<file path="src/rtl/wave_gen.sv">
// wave_gen: square/saw/triangle sample generator stepped by rising edges of a synchronised divided clock.
// Latency: sample_valid rises 4 ref_clock edges after the edge at which s1 first captures wave_clock high.
// Backpressure: none; enable low stops new steps while samples already in the pipeline still complete.
// Optional feature: define WAVE_GEN_DUTY_CTRL_EN to add a programmable square-wave duty input.
module wave_gen #(
    parameter int DATA_W  = 8,
    parameter int PHASE_W = 8
) (
    input  logic               ref_clock,
    input  logic               rst_n,
    input  logic               wave_clock,
    input  logic               enable,
    input  logic               phase_clr,
    input  logic [1:0]         wave_sel,
    input  logic [DATA_W-1:0]  amplitude,
`ifdef WAVE_GEN_DUTY_CTRL_EN
    input  logic [PHASE_W-1:0] duty,
`endif
    output logic [DATA_W-1:0]  sample,
    output logic               sample_valid,
    output logic               period_done
);

    localparam int PROD_W = 2 * DATA_W + 1;

    typedef enum logic [1:0] {
        SEL_SQUARE = 2'b00,
        SEL_SAW    = 2'b01,
        SEL_TRI    = 2'b10,
        SEL_ZERO   = 2'b11
    } wave_sel_e;

    // synchroniser and edge detect
    logic [2:0]         sync_q;
    logic               step;

    // phase stage
    logic [PHASE_W-1:0] phase_q, phase_d;
    logic               upd_q, upd_d;
    logic               wrap_q, wrap_d;

    // waveform shaping
    logic               sq_high;
    logic [PHASE_W-2:0] tri_fold;
    logic [DATA_W-1:0]  saw_raw;
    logic [DATA_W-1:0]  tri_raw;
    logic [DATA_W-1:0]  raw_d;

    // stage 1
    logic [DATA_W-1:0]  st1_raw_q;
    logic [DATA_W-1:0]  st1_amp_q;
    logic               st1_vld_q;
    logic               st1_wrap_q;

    // stage 2
    logic [DATA_W:0]    amp_p1;
    logic [PROD_W-1:0]  prod;
    logic [DATA_W-1:0]  sample_d;
    logic [DATA_W-1:0]  sample_q;
    logic               sample_valid_q;
    logic               period_done_q;

    // Three-flop synchroniser; wave_clock is treated as asynchronous data.
    always_ff @(posedge ref_clock or negedge rst_n) begin
        if (!rst_n) begin
            sync_q <= '0;
        end else begin
            sync_q <= {sync_q[1:0], wave_clock};
        end
    end

    // One step per synchronised rising edge, gated by enable.
    assign step = sync_q[1] & ~sync_q[2] & enable;

    // Phase next-state: clear beats step and never flags a wrap.
    always_comb begin
        phase_d = phase_q;
        upd_d   = 1'b0;
        wrap_d  = 1'b0;
        if (phase_clr) begin
            phase_d = '0;
        end else if (step) begin
            phase_d = phase_q + PHASE_W'(1);
            upd_d   = 1'b1;
            wrap_d  = &phase_q;
        end
    end

    // Phase register plus the "new phase" and wrap markers for the next stage.
    always_ff @(posedge ref_clock or negedge rst_n) begin
        if (!rst_n) begin
            phase_q <= '0;
            upd_q   <= 1'b0;
            wrap_q  <= 1'b0;
        end else begin
            phase_q <= phase_d;
            upd_q   <= upd_d;
            wrap_q  <= wrap_d;
        end
    end

`ifdef WAVE_GEN_DUTY_CTRL_EN
    assign sq_high = (phase_q < duty);
`else
    assign sq_high = ~phase_q[PHASE_W-1];
`endif

    // Triangle folds the lower bits around the half-period point.
    assign tri_fold = phase_q[PHASE_W-1] ? ~phase_q[PHASE_W-2:0] : phase_q[PHASE_W-2:0];

    // Resize phase and folded phase to the sample width, keeping the MSBs aligned.
    generate
        if (PHASE_W >= DATA_W) begin : g_saw_trunc
            assign saw_raw = phase_q[PHASE_W-1 -: DATA_W];
        end else begin : g_saw_pad
            assign saw_raw = {phase_q, {(DATA_W - PHASE_W){1'b0}}};
        end
        if (PHASE_W - 1 >= DATA_W) begin : g_tri_trunc
            assign tri_raw = tri_fold[PHASE_W-2 -: DATA_W];
        end else begin : g_tri_pad
            assign tri_raw = {tri_fold, {(DATA_W - PHASE_W + 1){1'b0}}};
        end
    endgenerate

    // Select the unscaled sample for the current phase.
    always_comb begin
        raw_d = '0;
        case (wave_sel_e'(wave_sel))
            SEL_SQUARE: raw_d = sq_high ? {DATA_W{1'b1}} : '0;
            SEL_SAW:    raw_d = saw_raw;
            SEL_TRI:    raw_d = tri_raw;
            SEL_ZERO:   raw_d = '0;
            default:    raw_d = '0;
        endcase
    end

    // Stage 1: capture shape and amplitude only for a fresh step, so mid-stream changes wait for the next step.
    always_ff @(posedge ref_clock or negedge rst_n) begin
        if (!rst_n) begin
            st1_raw_q  <= '0;
            st1_amp_q  <= '0;
            st1_vld_q  <= 1'b0;
            st1_wrap_q <= 1'b0;
        end else begin
            st1_vld_q  <= upd_q;
            st1_wrap_q <= upd_q & wrap_q;
            if (upd_q) begin
                st1_raw_q <= raw_d;
                st1_amp_q <= amplitude;
            end
        end
    end

    // Scale by (amplitude + 1) so all-ones passes raw through and zero mutes.
    assign amp_p1   = {1'b0, st1_amp_q} + (DATA_W + 1)'(1);
    assign prod     = PROD_W'(st1_raw_q) * PROD_W'(amp_p1);
    assign sample_d = DATA_W'(prod >> DATA_W);

    // Stage 2: the sample only changes together with its valid pulse.
    always_ff @(posedge ref_clock or negedge rst_n) begin
        if (!rst_n) begin
            sample_q       <= '0;
            sample_valid_q <= 1'b0;
            period_done_q  <= 1'b0;
        end else begin
            sample_valid_q <= st1_vld_q;
            period_done_q  <= st1_vld_q & st1_wrap_q;
            if (st1_vld_q) begin
                sample_q <= sample_d;
            end
        end
    end

    assign sample       = sample_q;
    assign sample_valid = sample_valid_q;
    assign period_done  = period_done_q;

endmodule

</file>
<file path="config.mk">
export PLATFORM = sky130hd
export DESIGN_NAME = wave_gen
export DESIGN_NICKNAME = d
export VERILOG_FILES = /design/src/rtl/wave_gen.sv
export SDC_FILE = /design/constraint.sdc
export NUM_CORES = 1
export LEC_CHECK = 0
export BUFFER_PORTS_ARGS = -buffer_cell sky130_fd_sc_hd__buf_2
export CAP_MARGIN = 20
export CORE_UTILIZATION = 25
export CTS_BUF_LIST = sky130_fd_sc_hd__clkbuf_8
export CTS_CLUSTER_DIAMETER = 50
export DETAILED_ROUTE_END_ITERATION = 10
export SYNTH_ARGS = -nofsm -noshare
export SYNTH_HDL_FRONTEND = slang
export SYNTH_SLANG_ARGS = --single-unit
export TNS_END_PERCENT = 1
</file>
<file path="constraint.sdc">
create_clock -name ref_clock -period 4.9 [get_ports ref_clock]
set_input_delay 0.49 -clock ref_clock [delete_from_list [all_inputs] [get_ports ref_clock]]
set_output_delay 0.49 -clock ref_clock [all_outputs]
set_load 0.005 [all_outputs]
</file>
==> results.toml <==
[route]
postRouteAntennaNets = 0
routed_wl_um = 8819
num_vias = 3040
drtPass1Iterations = 4
vias_per_cell = 4.419
drc = 0
drt_iter0_markers = 121
wl_per_cell_um = 12.82

[timing]
min_period_ns = 4.750
finalWorstSetupSlack_ns = 0.1496
min_period_over_period_pct = 96.95
finClkSkew_ns = 0.003485
finalSetupTns_ns = 0
max_freq_mhz = 210.5
worst_pin_slew_ns = 0.9314
hold_slack_ns = 0.2885
max_slew_margin_pct = 37.91
rsz0062_at_grt = "true"
hold_viol_final = 0
setup_violations = 0
slew_viol_final = 0

[finish]
stdcell_area_sq_mm = 0.005081
area_growth_pct = 24.69
drive_gt1_share_pct = 25.21
insertedDiodeCount = 0
nets = 562
nFillCells = 1628

[clock_network]
cts_buffers = 5
cts_tree = "built"
clk_pin_slew_worst_paths_ns = 0.08
cts.sinks = 41
cts_root_buf = "clkbuf_8"
htreeDepth = 2
hold_buffers = 0
clkLatencyLatePin_ns = 0.30
clockBufferDepth = 2

[worst_hold_path]
min-delay-start = "wave_clock"
hold_path.class = "in -> reg"
holdPathEnd = "sync_q[0]$_DFF_PN0_"
holdPathStages = 1

[setup_path]
worstSetupStartpoint = "st1_amp_q[1]$_DFFE_PN0P_"
cpMostUsedCell = "fa_1"
worstReg2RegStart = "st1_amp_q[1]$_DFFE_PN0P_"
path_cells = "buf_6 -> nand2_2 -> nor2_4 -> and3_4 -> xnor2_4 -> buf_4 -> nand2b_4 -> fa_1 -> inv_2 -> fa_1 -> inv_1 -> fa_1 -> inv_2 -> ha_4 -> ha_4 -> buf_4 -> nand4_1 -> o31ai_4 -> a31oi_4 -> nand4_1 -> or3b_1"
path_class = "reg -> reg"
startpoint_type = "flip-flop"
critPathRequiredTime_ns = 5.09
r2r_slack_ns = 0.15
slowest_stage = "fa_1"
crit_path_max_fanout = 5
arrival_ns = 4.94
critPathCaptureType = "flip-flop"
crit_family = "adder cells"
timing.critical_path.buf_inv = 6
cp_slowest_stage_delay_ns = 0.52
rr_worst_depth = 21
reg2reg_to = "sample[7]$_DFFE_PN0P_"

[floorplanning]
initial_core_util_pct = 25.65
dieArea_sq_mm = 0.01682
fp.dieW_um = 129.7
rows = 46
core_area_sq_mm = 0.01589
io_pins = 25
die_h_um = 129.7

[logic_synthesis]
synth_xor_area_share_pct = 5.987
synth_top_family_by_area = "adder cells"
synth_area_sq_mm = 0.004075
syn_area_per_cell_sq_um = 9.703
synth_mux_area_share_pct = 3.562
synth_edf_count = 0
synthSimpleGateAreaFrac_pct = 20.39
ys_types = 45
synth-compound-area-share_pct = 8.044
synth_cells = 420
syn_nets = 510
synth_fa_ha_area_share_pct = 30.40
synth-seq-cells = 41
async_flop_share_pct = 100.0
synth_seq_area_share_pct = 25.18
yosys_warnings = 0
ys.flop_type = "dfrtp_1"

[placement]
post-place-ws_ns = -0.09633
globalplace.congestion = 0.8045
port_buffers = 24
placed_area_sq_mm = 0.004641
dp_hpwl_um = 6883

[grt]
grt_pass1_wl_um = 15040
grt_overflow_total = 0
groute.usage.overall_pct = 11.10
antenna_found_initial = 0
grt_max_degree = 42
grt_pass1_vias = 3135

[run_status]
status = "complete, no violations"

[flow_run]
cap_violations = 0
kinds of logic (layout without fill, tap and decap cells):
kind of cell	Yosys count	after routing
flip-flops	41	41
AO/OA/AOI/OAI	50	50
XOR/XNOR	27	27
multiplexers	13	13
buffers and inverters	68	120
AND/OR/NAND/NOR	146	146
adder cells (fa/ha/maj)	75	75
registers in the layout, indices dropped and copies added, names as in the netlist, 3 cells and up:
register   cells
phase_q        8
sample         8
st1_amp_q      8
st1_raw_q      8
sync_q         3
worst max path at each step:
| stage | depth (start not counted) | endpoint | slack, ns |
|---|---|---|---|
| 3_5_place_dp | 17 | sample[7]$_DFFE_PN0P_ | -0.1 |
| 6_report | 21 | sample[7]$_DFFE_PN0P_ | 0.15 |
| 3_3_place_gp | 17 | sample[7]$_DFFE_PN0P_ | -0.01 |
| 2_1_floorplan | 17 | sample[7]$_DFFE_PN0P_ | 0.001 |
| 4_1_cts | 17 | sample[7]$_DFFE_PN0P_ | 0.005 |
| 5_1_grt | 17 | sample[7]$_DFFE_PN0P_ | -0.04 |
synth_stat cells, types with 2 or more instances:
cell type  instances  area (sq um)
inv_1             58         217.7
nor2b_1           44         275.3
dfrtp_1           41          1026
fa_1              40         800.8
ha_1              35         437.9
nor2_1            25         93.84
and2_1            22         137.6
a21oi_1           18         90.09
nand2_1           15         56.30
xnor2_1           15         131.4
mux2_2            12         135.1
xor2_1            11         96.34
nand2b_1          10         62.56
clkbuf_1           9         33.78
nand3_1            8         40.04
nand4_1            7         43.79
a22oi_1            6         45.04
o21ai_0            4         20.02
and3_1             3         18.77
nor3_1             3         15.01
o2111ai_1          3         26.28
o21a_1             3         22.52
o31ai_1            3         22.52
a21oi_2            2         17.52
a31oi_1            2         12.51
o311ai_1           2         17.52
layout by cell type, fill, tap and decap left out, drive strengths merged, types with 2 or more instances in the layout:
cell type,netlist,layout
or3b,2,2
nand2,15,15
o2111ai,3,3
xnor2,16,16
o21a,3,3
nand2b,10,10
a21oi,20,20
nor3,3,3
dfrtp,41,41
and2,22,22
nand4,7,7
buf,1,55
o311ai,2,2
clkbuf,9,5
nor2,25,25
inv,58,58
nor2b,44,44
o21ai,5,5
xor2,11,11
fa,40,40
a31oi,2,2
mux2,12,12
a22oi,6,6
ha,35,35
and3,3,3
nand3,9,9
o31ai,3,3
through the flow:
step | utilization, % | instances
after detailed placement | 29.21 | 676
after global routing | 31.99 | 688
after floorplan | - | 420
final | 31.99 | 688
after global placement | 29.21 | 676
after CTS | 30.28 | 684
layout make-up:
cell class | count | area [sq um] | share of cell area (%)
Clock inverter | 2 | 35.03 | 0.6895
Clock buffer | 5 | 68.82 | 1.354
Multi-Input combinational cell | 311 | 3087 | 60.75
Inverter | 58 | 217.7 | 4.285
Tap cell | 216 | 270.3 | 5.319
Sequential cell | 41 | 1027 | 20.22
Timing Repair Buffer | 55 | 375.4 | 7.387
routing by layer:
metal,part of all wire [%],global-route usage [%],vias up,wire length (um)
li1,-,-,1467,-
met2,54,19.79,23,4771
met3,2.0,1.528,6,177
met1,43,14.13,1544,3799
met4,0.79,2.599,0,70
met5,0,0,-,0
timing repair:
action                                  in CTS  in global routing
endpoints found under the setup margin       2                  6
setup buffers                                1                  5
gates resized for setup                      9                 42
pin swaps                                    2                 31
Power is left out: the tool's default activity adds up to more than one toggle a clock period on the data nets, which glitch-free logic cannot reach.
